===== config.mk =====
export PLATFORM = sky130hd
export DESIGN_NAME = stage_mem_lsu
export DESIGN_NICKNAME = d
export VERILOG_FILES = /design/src/rtl/mem_pkg.sv /design/src/rtl/lsu_lane_align.sv /design/src/rtl/stage_mem_lsu.sv
export SDC_FILE = /design/constraint.sdc
export NUM_CORES = 1
export LEC_CHECK = 0
export ABC_AREA = 1
export BUFFER_PORTS_ARGS = -buffer_cell sky130_fd_sc_hd__buf_2
export CAP_MARGIN = 5
export CORE_UTILIZATION = 43
export DETAILED_ROUTE_END_ITERATION = 12
export PLACE_DENSITY_LB_ADDON = 0.08
export RECOVER_POWER = 25
export SYNTH_ARGS = -nofsm -noshare
export SYNTH_HDL_FRONTEND = slang
export SYNTH_SLANG_ARGS = --single-unit

===== constraint.sdc =====
create_clock -name clk -period 4.65 [get_ports clk]
set_input_delay 0.465 -clock clk [delete_from_list [all_inputs] [get_ports clk]]
set_output_delay 0.465 -clock clk [all_outputs]
set_load 0.01 [all_outputs]

===== src/rtl/mem_pkg.sv =====
// Shared types and constants for the MEM-stage load/store unit: operation codes,
// exception codes, FSM states and the byte-lane/alignment helpers.
package mem_pkg;

  typedef enum logic [3:0] {
    OpNone = 4'd0,
    OpLb   = 4'd1,
    OpLbu  = 4'd2,
    OpLh   = 4'd3,
    OpLhu  = 4'd4,
    OpLw   = 4'd5,
    OpSb   = 4'd6,
    OpSh   = 4'd7,
    OpSw   = 4'd8
  } mem_op_e;

  typedef enum logic [1:0] {
    ExcNone   = 2'd0,
    ExcAdel   = 2'd1,
    ExcAdes   = 2'd2,
    ExcBuserr = 2'd3
  } exc_e;

  typedef enum logic {
    StIdle = 1'b0,
    StBus  = 1'b1
  } lsu_state_e;

  localparam int unsigned NumLanes = 4;
  localparam int unsigned LaneW    = 8;

  localparam logic [1:0] HalfAlignMask = 2'b01;
  localparam logic [1:0] WordAlignMask = 2'b11;

  localparam logic [3:0] BeByte = 4'b0001;
  localparam logic [3:0] BeHalf = 4'b0011;
  localparam logic [3:0] BeWord = 4'b1111;

  // Registered MEM->WB result.
  typedef struct packed {
    logic        valid;
    logic        we;
    logic [4:0]  waddr;
    logic [31:0] wdata;
    logic        we_hilo;
    logic [31:0] hi;
    logic [31:0] lo;
    exc_e        exc;
  } wb_t;

  // Instruction held while its bus transaction is outstanding.
  typedef struct packed {
    mem_op_e     op;
    logic [1:0]  off;
    logic        we;
    logic [4:0]  waddr;
    logic [31:0] wdata;
    logic        we_hilo;
    logic [31:0] hi;
    logic [31:0] lo;
  } pend_t;

  function automatic logic is_load(mem_op_e op);
    return op inside {OpLb, OpLbu, OpLh, OpLhu, OpLw};
  endfunction

  function automatic logic is_store(mem_op_e op);
    return op inside {OpSb, OpSh, OpSw};
  endfunction

  function automatic logic is_mem(mem_op_e op);
    return is_load(op) | is_store(op);
  endfunction

  function automatic logic misaligned(mem_op_e op, logic [1:0] off);
    case (op)
      OpLh, OpLhu, OpSh: return |(off & HalfAlignMask);
      OpLw, OpSw:        return |(off & WordAlignMask);
      default:           return 1'b0;
    endcase
  endfunction

endpackage


===== src/rtl/lsu_lane_align.sv =====
// Combinational byte-lane steering: store byte enables and data replication, and
// load lane extraction with sign/zero extension. Lanes are little-endian.
module lsu_lane_align
  import mem_pkg::*;
(
  input  mem_op_e     op,
  input  logic [1:0]  offset,
  input  logic [31:0] store_data,
  input  logic [31:0] rdata,
  output logic [3:0]  be,
  output logic [31:0] wdata,
  output logic [31:0] load_data
);

  logic [31:0] shifted;
  logic [7:0]  lane_byte;
  logic [15:0] lane_half;

  // Bring the addressed lane down to bit 0; alignment was checked upstream.
  assign shifted   = rdata >> {offset, 3'b000};
  assign lane_byte = shifted[LaneW-1:0];
  assign lane_half = shifted[2*LaneW-1:0];

  always_comb begin
    be        = '0;
    wdata     = '0;
    load_data = '0;
    case (op)
      OpSb: begin
        be    = BeByte << offset;
        wdata = {NumLanes{store_data[7:0]}};
      end
      OpSh: begin
        be    = BeHalf << offset;
        wdata = {(NumLanes / 2){store_data[15:0]}};
      end
      OpSw: begin
        be    = BeWord;
        wdata = store_data;
      end
      OpLb: begin
        be        = BeWord;
        load_data = {{24{lane_byte[7]}}, lane_byte};
      end
      OpLbu: begin
        be        = BeWord;
        load_data = {24'h0, lane_byte};
      end
      OpLh: begin
        be        = BeWord;
        load_data = {{16{lane_half[15]}}, lane_half};
      end
      OpLhu: begin
        be        = BeWord;
        load_data = {16'h0, lane_half};
      end
      OpLw: begin
        be        = BeWord;
        load_data = rdata;
      end
      default: ;
    endcase
  end

endmodule


===== src/rtl/stage_mem_lsu.sv =====
// MEM pipeline stage: forwards ALU results, runs one data-bus transaction per memory
// op with alignment checks and a bus timeout, and registers the WB-bound result.
module stage_mem_lsu
  import mem_pkg::*;
#(
  parameter int unsigned ADDR_W  = 32,
  parameter int unsigned TIMEOUT = 255
) (
  input  logic              clk,
  input  logic              rst,
  input  logic              in_valid,
  output logic              in_ready,
  input  logic              we,
  input  logic [4:0]        waddr,
  input  logic [31:0]       wdata,
  input  logic [3:0]        mem_op,
  input  logic [31:0]       store_data,
  input  logic              we_hilo,
  input  logic [31:0]       hi,
  input  logic [31:0]       lo,
  output logic              bus_req,
  output logic              bus_we,
  output logic [ADDR_W-1:0] bus_addr,
  output logic [3:0]        bus_be,
  output logic [31:0]       bus_wdata,
  input  logic              bus_ack,
  input  logic [31:0]       bus_rdata,
  output logic              out_valid,
  output logic              we_o,
  output logic [4:0]        waddr_o,
  output logic [31:0]       wdata_o,
  output logic              we_hilo_o,
  output logic [31:0]       hi_o,
  output logic [31:0]       lo_o,
  output logic [1:0]        exc_o
);

  localparam int unsigned CntW = (TIMEOUT > 1) ? $clog2(TIMEOUT) : 1;
  localparam logic [CntW-1:0] CntLast = (TIMEOUT == 0) ? '0 : CntW'(TIMEOUT - 1);

  lsu_state_e state_q, state_d;
  logic [CntW-1:0] cnt_q, cnt_d;
  logic bus_req_q, bus_req_d;
  logic bus_we_q, bus_we_d;
  logic [ADDR_W-1:0] bus_addr_q, bus_addr_d;
  logic [3:0] bus_be_q, bus_be_d;
  logic [31:0] bus_wdata_q, bus_wdata_d;
  pend_t pend_q, pend_d;
  wb_t wb_q, wb_d;

  mem_op_e op_in;
  mem_op_e lane_op;
  logic [1:0] lane_off;
  logic [3:0] lane_be;
  logic [31:0] lane_wdata;
  logic [31:0] lane_load;
  logic [ADDR_W-1:0] word_addr;
  logic timeout_hit;

  assign op_in = mem_op_e'(mem_op);

  if (ADDR_W > 32) begin : g_addr_wide
    assign word_addr = {{(ADDR_W - 32){1'b0}}, wdata[31:2], 2'b00};
  end else if (ADDR_W == 32) begin : g_addr_exact
    assign word_addr = {wdata[31:2], 2'b00};
  end else begin : g_addr_narrow
    assign word_addr = {wdata[ADDR_W-1:2], 2'b00};
  end

  // One aligner serves both directions: incoming op for store setup, pending op for load return.
  assign lane_op  = (state_q == StBus) ? pend_q.op : op_in;
  assign lane_off = (state_q == StBus) ? pend_q.off : wdata[1:0];

  lsu_lane_align u_lane_align (
    .op        (lane_op),
    .offset    (lane_off),
    .store_data(store_data),
    .rdata     (bus_rdata),
    .be        (lane_be),
    .wdata     (lane_wdata),
    .load_data (lane_load)
  );

  assign timeout_hit = (TIMEOUT != 0) && (cnt_q == CntLast);

  always_comb begin
    state_d     = state_q;
    cnt_d       = cnt_q;
    bus_req_d   = bus_req_q;
    bus_we_d    = bus_we_q;
    bus_addr_d  = bus_addr_q;
    bus_be_d    = bus_be_q;
    bus_wdata_d = bus_wdata_q;
    pend_d      = pend_q;
    wb_d        = wb_q;
    wb_d.valid   = 1'b0;
    wb_d.we      = 1'b0;
    wb_d.we_hilo = 1'b0;

    case (state_q)
      StIdle: begin
        if (in_valid) begin
          if (!is_mem(op_in)) begin
            wb_d = '{valid: 1'b1, we: we, waddr: waddr, wdata: wdata,
                     we_hilo: we_hilo, hi: hi, lo: lo, exc: ExcNone};
          end else if (misaligned(op_in, wdata[1:0])) begin
            wb_d = '{valid: 1'b1, we: 1'b0, waddr: waddr, wdata: wdata,
                     we_hilo: 1'b0, hi: hi, lo: lo,
                     exc: is_store(op_in) ? ExcAdes : ExcAdel};
          end else begin
            state_d     = StBus;
            cnt_d       = '0;
            bus_req_d   = 1'b1;
            bus_we_d    = is_store(op_in);
            bus_addr_d  = word_addr;
            bus_be_d    = lane_be;
            bus_wdata_d = lane_wdata;
            pend_d      = '{op: op_in, off: wdata[1:0], we: we, waddr: waddr, wdata: wdata,
                            we_hilo: we_hilo, hi: hi, lo: lo};
          end
        end
      end
      StBus: begin
        // Ack has priority over a timeout expiring in the same cycle.
        if (bus_ack) begin
          state_d   = StIdle;
          bus_req_d = 1'b0;
          wb_d = '{valid: 1'b1, we: is_load(pend_q.op) & pend_q.we, waddr: pend_q.waddr,
                   wdata: is_load(pend_q.op) ? lane_load : pend_q.wdata,
                   we_hilo: pend_q.we_hilo, hi: pend_q.hi, lo: pend_q.lo, exc: ExcNone};
        end else if (timeout_hit) begin
          state_d   = StIdle;
          bus_req_d = 1'b0;
          wb_d = '{valid: 1'b1, we: 1'b0, waddr: pend_q.waddr, wdata: pend_q.wdata,
                   we_hilo: pend_q.we_hilo, hi: pend_q.hi, lo: pend_q.lo, exc: ExcBuserr};
        end else begin
          cnt_d = cnt_q + 1'b1;
        end
      end
      default: state_d = StIdle;
    endcase
  end

  always_ff @(posedge clk) begin
    if (rst) begin
      state_q     <= StIdle;
      cnt_q       <= '0;
      bus_req_q   <= 1'b0;
      bus_we_q    <= 1'b0;
      bus_addr_q  <= '0;
      bus_be_q    <= '0;
      bus_wdata_q <= '0;
      pend_q      <= '0;
      wb_q        <= '0;
    end else begin
      state_q     <= state_d;
      cnt_q       <= cnt_d;
      bus_req_q   <= bus_req_d;
      bus_we_q    <= bus_we_d;
      bus_addr_q  <= bus_addr_d;
      bus_be_q    <= bus_be_d;
      bus_wdata_q <= bus_wdata_d;
      pend_q      <= pend_d;
      wb_q        <= wb_d;
    end
  end

  assign in_ready  = (state_q == StIdle);
  assign bus_req   = bus_req_q;
  assign bus_we    = bus_we_q;
  assign bus_addr  = bus_addr_q;
  assign bus_be    = bus_be_q;
  assign bus_wdata = bus_wdata_q;
  assign out_valid = wb_q.valid;
  assign we_o      = wb_q.we;
  assign waddr_o   = wb_q.waddr;
  assign wdata_o   = wb_q.wdata;
  assign we_hilo_o = wb_q.we_hilo;
  assign hi_o      = wb_q.hi;
  assign lo_o      = wb_q.lo;
  assign exc_o     = wb_q.exc;

endmodule


==> metrics.md <==
| Metric | Value |
|---|---|
| Outcome | finished, final reports clean |
| Cell repeated most along the worst path | sky130_fd_sc_hd__nand2_1 |
| Critical path's slowest cell | sky130_fd_sc_hd__dfxtp_1 |
| Share of the yosys chip area belonging to registers | between 40% and 50% |
| Setup tns final | 0 ns |
| Cell taking the most area after synthesis | sky130_fd_sc_hd__dfxtp_1 |
| Number of port buffers | ~350 |
| Unique masters post-synth | 36 |
| Number of hold buffers added after cts | 0 |
| Wire length of the first global-routing pass | 59.8 mm |
| Required time worst endpoint | a little over 5 ns |
| Number of global-route vias before repair | ~11000 |
| Count of H-tree levels built during CTS | 1 |
| VDD IR-drop max | around 240 uV |
| Post-synthesis instance area | 12200 um2 |
| Avg Inst Size Synth | approximately 6.9 um2 |
| Number of rows in the core area | 61 |
| Wire length after detailed routing | around 38 mm |
| Classification of the worst-slack hold path | in -> reg |
| Max clock buf depth | 3 |
| Design Power | around 6 mW |
| Pin count of the biggest net entering global routing | just under 90 |
| Delay of the slowest critical-path stage | between 0.8 and 0.9 ns |
| PwrDens | approximately 400 nW/um2 |
| Placeable core area | around 28000 um2 |
| Kind of critical path | reg -> reg |
| Post-DRT Antenna Nets | 0 |
| Share of layout cells above drive strength 1 | 17.1% |
| Worst EP arrival | roughly 4.0 ns |
| Number of max-capacitance violations reported | 0 |
| Hold Vio Cnt, Final | 0 |
| Number of slew-limit violations in the final report | 0 |
| Count of endpoints failing setup in the final report | 0 |
| CP Buf/Inv Count | 1 |
| Cell types occupying the most area after synthesis | sky130_fd_sc_hd__dfxtp_1 43%, sky130_fd_sc_hd__nand2_1 17%, sky130_fd_sc_hd__o21ai_0 8.4%, sky130_fd_sc_hd__nor2_1 6.0%, sky130_fd_sc_hd__a31oi_1 4.6% |
| Number of flops mapped to enable cells by yosys | 0 |
| Max Fanout on Critical Path | 25 |
| Post-CTS setup buffer count | 0 |
| Synth Instances | 1783 |
| Number of design rule violations left after detail routing | 0 |
| Count of nets after finishing | 2206 |
| Final critical-path required period | approximately 3.6 ns |
| Peak Freq | approximately 280 MHz |
| Per-cell via count in the routed design | 5.13 |
| CP top delay family | simple AND/OR/NAND/NOR gates |
| Proportion of synthesized flip-flops having asynchronous set or reset | 0% |
| Clock Latency Late Sink | approximately 0.55 ns |
| Slew of the pin with the lowest slew margin | approximately 1.2 ns |
| Most frequently used flop master after synthesis | sky130_fd_sc_hd__dfxtp_1 |
| Pre-antenna DRT Iters | 6 |
| Wire per inst | roughly 16 um |
| TritonCTS clock tree | yes |
| Worst Skew | approximately 0.012 ns |
| Count of state elements after synthesis | 260 |
| Crit path cell chain | inv_2, nand2_1, nand2_1, nand2_1, nand3_1, nand3_1, nand2_1, o21ai_0, nand2_1, nand2_1, nand2_1 |
| Unrepaired setup endpoints after global routing | no |
| Reported leakage power | 6.37 nW |
| Layout overhead on the synthesized area | 19.4% |
| Overflow left after global routing | 0 |
| Total routing usage reported by global routing | approximately 25% |
| Portion of the clock cycle consumed by the worst path in the final layout | roughly 77% |
| Ports | about 350 |
| Width of the chip | 171 um |
| Number of vias after detailed routing | 12500 |
| Effective utilization at floorplan | 43.9% |
| CP startpoint kind | flop |
| Clk root buf | sky130_fd_sc_hd__clkbuf_16 |
| Height of the die | about 170 um |
| Antenna violations before repair | 3 |
| TritonCTS sink count | 260 |
| Final weighted congestion in routability-driven placement | between 0.8 and 0.9 |
| Die area | 29100 um2 |
| Iter 0 DRT Violations | between 900 and 1000 |
| Gates resized, CTS repair | 0 |
| DPL Wire Length | approximately 25 mm |
| Clock buffers created by TritonCTS | 30 |
| Worst rel slew slack | 17.6% |
| Share of the synthesized area in the top cell type | a little over two fifths |
| Total number of yosys warnings | 0 |
| Kind of end point of the critical path | flop |
| Reg clk slew, reported paths | ~0.060 ns |
==> layer usage <==
layer / GRT usage (%) / up-vias / wire length [um]
met5: 0 / - / 0
met4: 9.60 / 0 / 1330
met3: 4.35 / 78 / 2520
met2: 41.0 / 429 / 17300
met1: 34.0 / 5672 / 16900
li1: - / 6297 / -
==> sequential cells by signal, summed over array words and instances (netlist names) <==
| signal | flops |
|---|---|
| exc_o | 2 |
| wdata_o | 32 |
| bus_req | 1 |
| hi_o | 32 |
| cnt_q | 8 |
| we_hilo_o | 1 |
| lo_o | 32 |
| bus_wdata | 32 |
| state_q | 1 |
| out_valid | 1 |
| waddr_o | 5 |
| bus_we | 1 |
| pend_q | 107 |
| we_o | 1 |
| bus_be | 4 |
==> cells in the final DEF (no fill, tap or decap), types with 2 or more instances in the layout <==
| master | instances |
|---|---|
| sky130_fd_sc_hd__conb_1 | 2 |
| sky130_fd_sc_hd__o21ai_0 | 204 |
| sky130_fd_sc_hd__a21oi_1 | 101 |
| sky130_fd_sc_hd__clkinvlp_4 | 3 |
| sky130_fd_sc_hd__buf_2 | 241 |
| sky130_fd_sc_hd__clkbuf_8 | 8 |
| sky130_fd_sc_hd__or3_1 | 3 |
| sky130_fd_sc_hd__o32ai_1 | 2 |
| sky130_fd_sc_hd__o211ai_1 | 5 |
| sky130_fd_sc_hd__clkinv_2 | 6 |
| sky130_fd_sc_hd__inv_2 | 3 |
| sky130_fd_sc_hd__diode_2 | 3 |
| sky130_fd_sc_hd__nand2_4 | 4 |
| sky130_fd_sc_hd__ha_1 | 2 |
| sky130_fd_sc_hd__clkinv_1 | 2 |
| sky130_fd_sc_hd__nor2_4 | 6 |
| sky130_fd_sc_hd__nand2_2 | 12 |
| sky130_fd_sc_hd__clkbuf_16 | 31 |
| sky130_fd_sc_hd__dfxtp_1 | 260 |
| sky130_fd_sc_hd__nor3_1 | 4 |
| sky130_fd_sc_hd__nor2_1 | 195 |
| sky130_fd_sc_hd__a31oi_1 | 88 |
| sky130_fd_sc_hd__nand3_2 | 8 |
| sky130_fd_sc_hd__nor2_2 | 3 |
| sky130_fd_sc_hd__buf_4 | 15 |
| sky130_fd_sc_hd__clkbuf_1 | 112 |
| sky130_fd_sc_hd__inv_1 | 70 |
| sky130_fd_sc_hd__nand3_1 | 82 |
| sky130_fd_sc_hd__xnor2_1 | 2 |
| sky130_fd_sc_hd__o21ai_1 | 8 |
| sky130_fd_sc_hd__o21ai_2 | 2 |
| sky130_fd_sc_hd__xor2_1 | 3 |
| sky130_fd_sc_hd__nand2_1 | 553 |
==> cell usage after synthesis, types with 9 or more instances <==
master,number
sky130_fd_sc_hd__buf_6,9
sky130_fd_sc_hd__buf_4,46
sky130_fd_sc_hd__a31oi_1,89
sky130_fd_sc_hd__nand3_1,82
sky130_fd_sc_hd__nor2_1,196
sky130_fd_sc_hd__nand2_1,554
sky130_fd_sc_hd__buf_2,47
sky130_fd_sc_hd__o21ai_0,204
sky130_fd_sc_hd__nand2_2,12
sky130_fd_sc_hd__inv_1,71
sky130_fd_sc_hd__dfxtp_1,260
sky130_fd_sc_hd__clkbuf_1,47
sky130_fd_sc_hd__a21oi_1,101
==> tightest hold or removal path, delay by kind of cell <==
family	cells	cell delay [ns]
buffers and inverters	2	0.14
AOI/OAI and AO/OA	1	0.06
==> stage by stage <==
step / area, um2 / utilization (%) / std cells / setup slack, ns / hold slack [ns]
3_5_place_dp: 13700 / 49.3 / 2375 / 1.21 / 0.442
3_3_place_gp: 13700 / 49.3 / 2375 / 1.27 / 0.435
2_1_floorplan: 12200 / - / 1784 / 2.86 / 0.425
5_1_grt: 14600 / 52.4 / 2430 / 0.698 / 0.157
6_report: 14600 / 52.4 / 2431 / 1.08 / 0.167
4_1_cts: 14700 / 52.8 / 2428 / 1.19 / 0.144
==> logic make-up (layout without fill, tap and decap cells) <==
logic type	Yosys count	after routing	synth area share, %
AND/OR/NAND/NOR	875	875	29.4
AO/OA/AOI/OAI	411	411	18.0
flip-flops	260	260	42.6
buffers and inverters	229	495	9.49
XOR/XNOR	5	5	0.358
adder cells (fa/ha/maj)	2	2	0.205
other	1	5	0.0307
==> layout make-up <==
type                    instances  area [um2]
repair buffers                365        1740
multi-input cells            1295        5880
clock inverters                10        88.8
fillers                      2915       13300
diodes                          3        7.51
flip-flops and latches        260        5200
inverters                      77         293
clock buffers                  43         901
well taps                     378         473
==> final timing paths <==
check	start	depth (start not counted)	endpoint	slack, ns
max	state_q$_SDFF_PP0_	11	wdata_o[18]$_SDFFE_PP0P_	1.08
max reg2reg	state_q$_SDFF_PP0_	11	wdata_o[18]$_SDFFE_PP0P_	1.08
min reg2reg	pend_q[4]$_SDFFE_PP0P_	2	pend_q[4]$_SDFFE_PP0P_	0.45
min	wdata[27]	3	pend_q[92]$_SDFFE_PP0P_	0.17
==> where the power goes <==
group          switching (mW)  internal (mW)
combinational           0.679          0.331
clock                   0.950           1.39
sequential              0.102           2.41
total                    1.73           4.13
(Power assumes the default switching activity.)
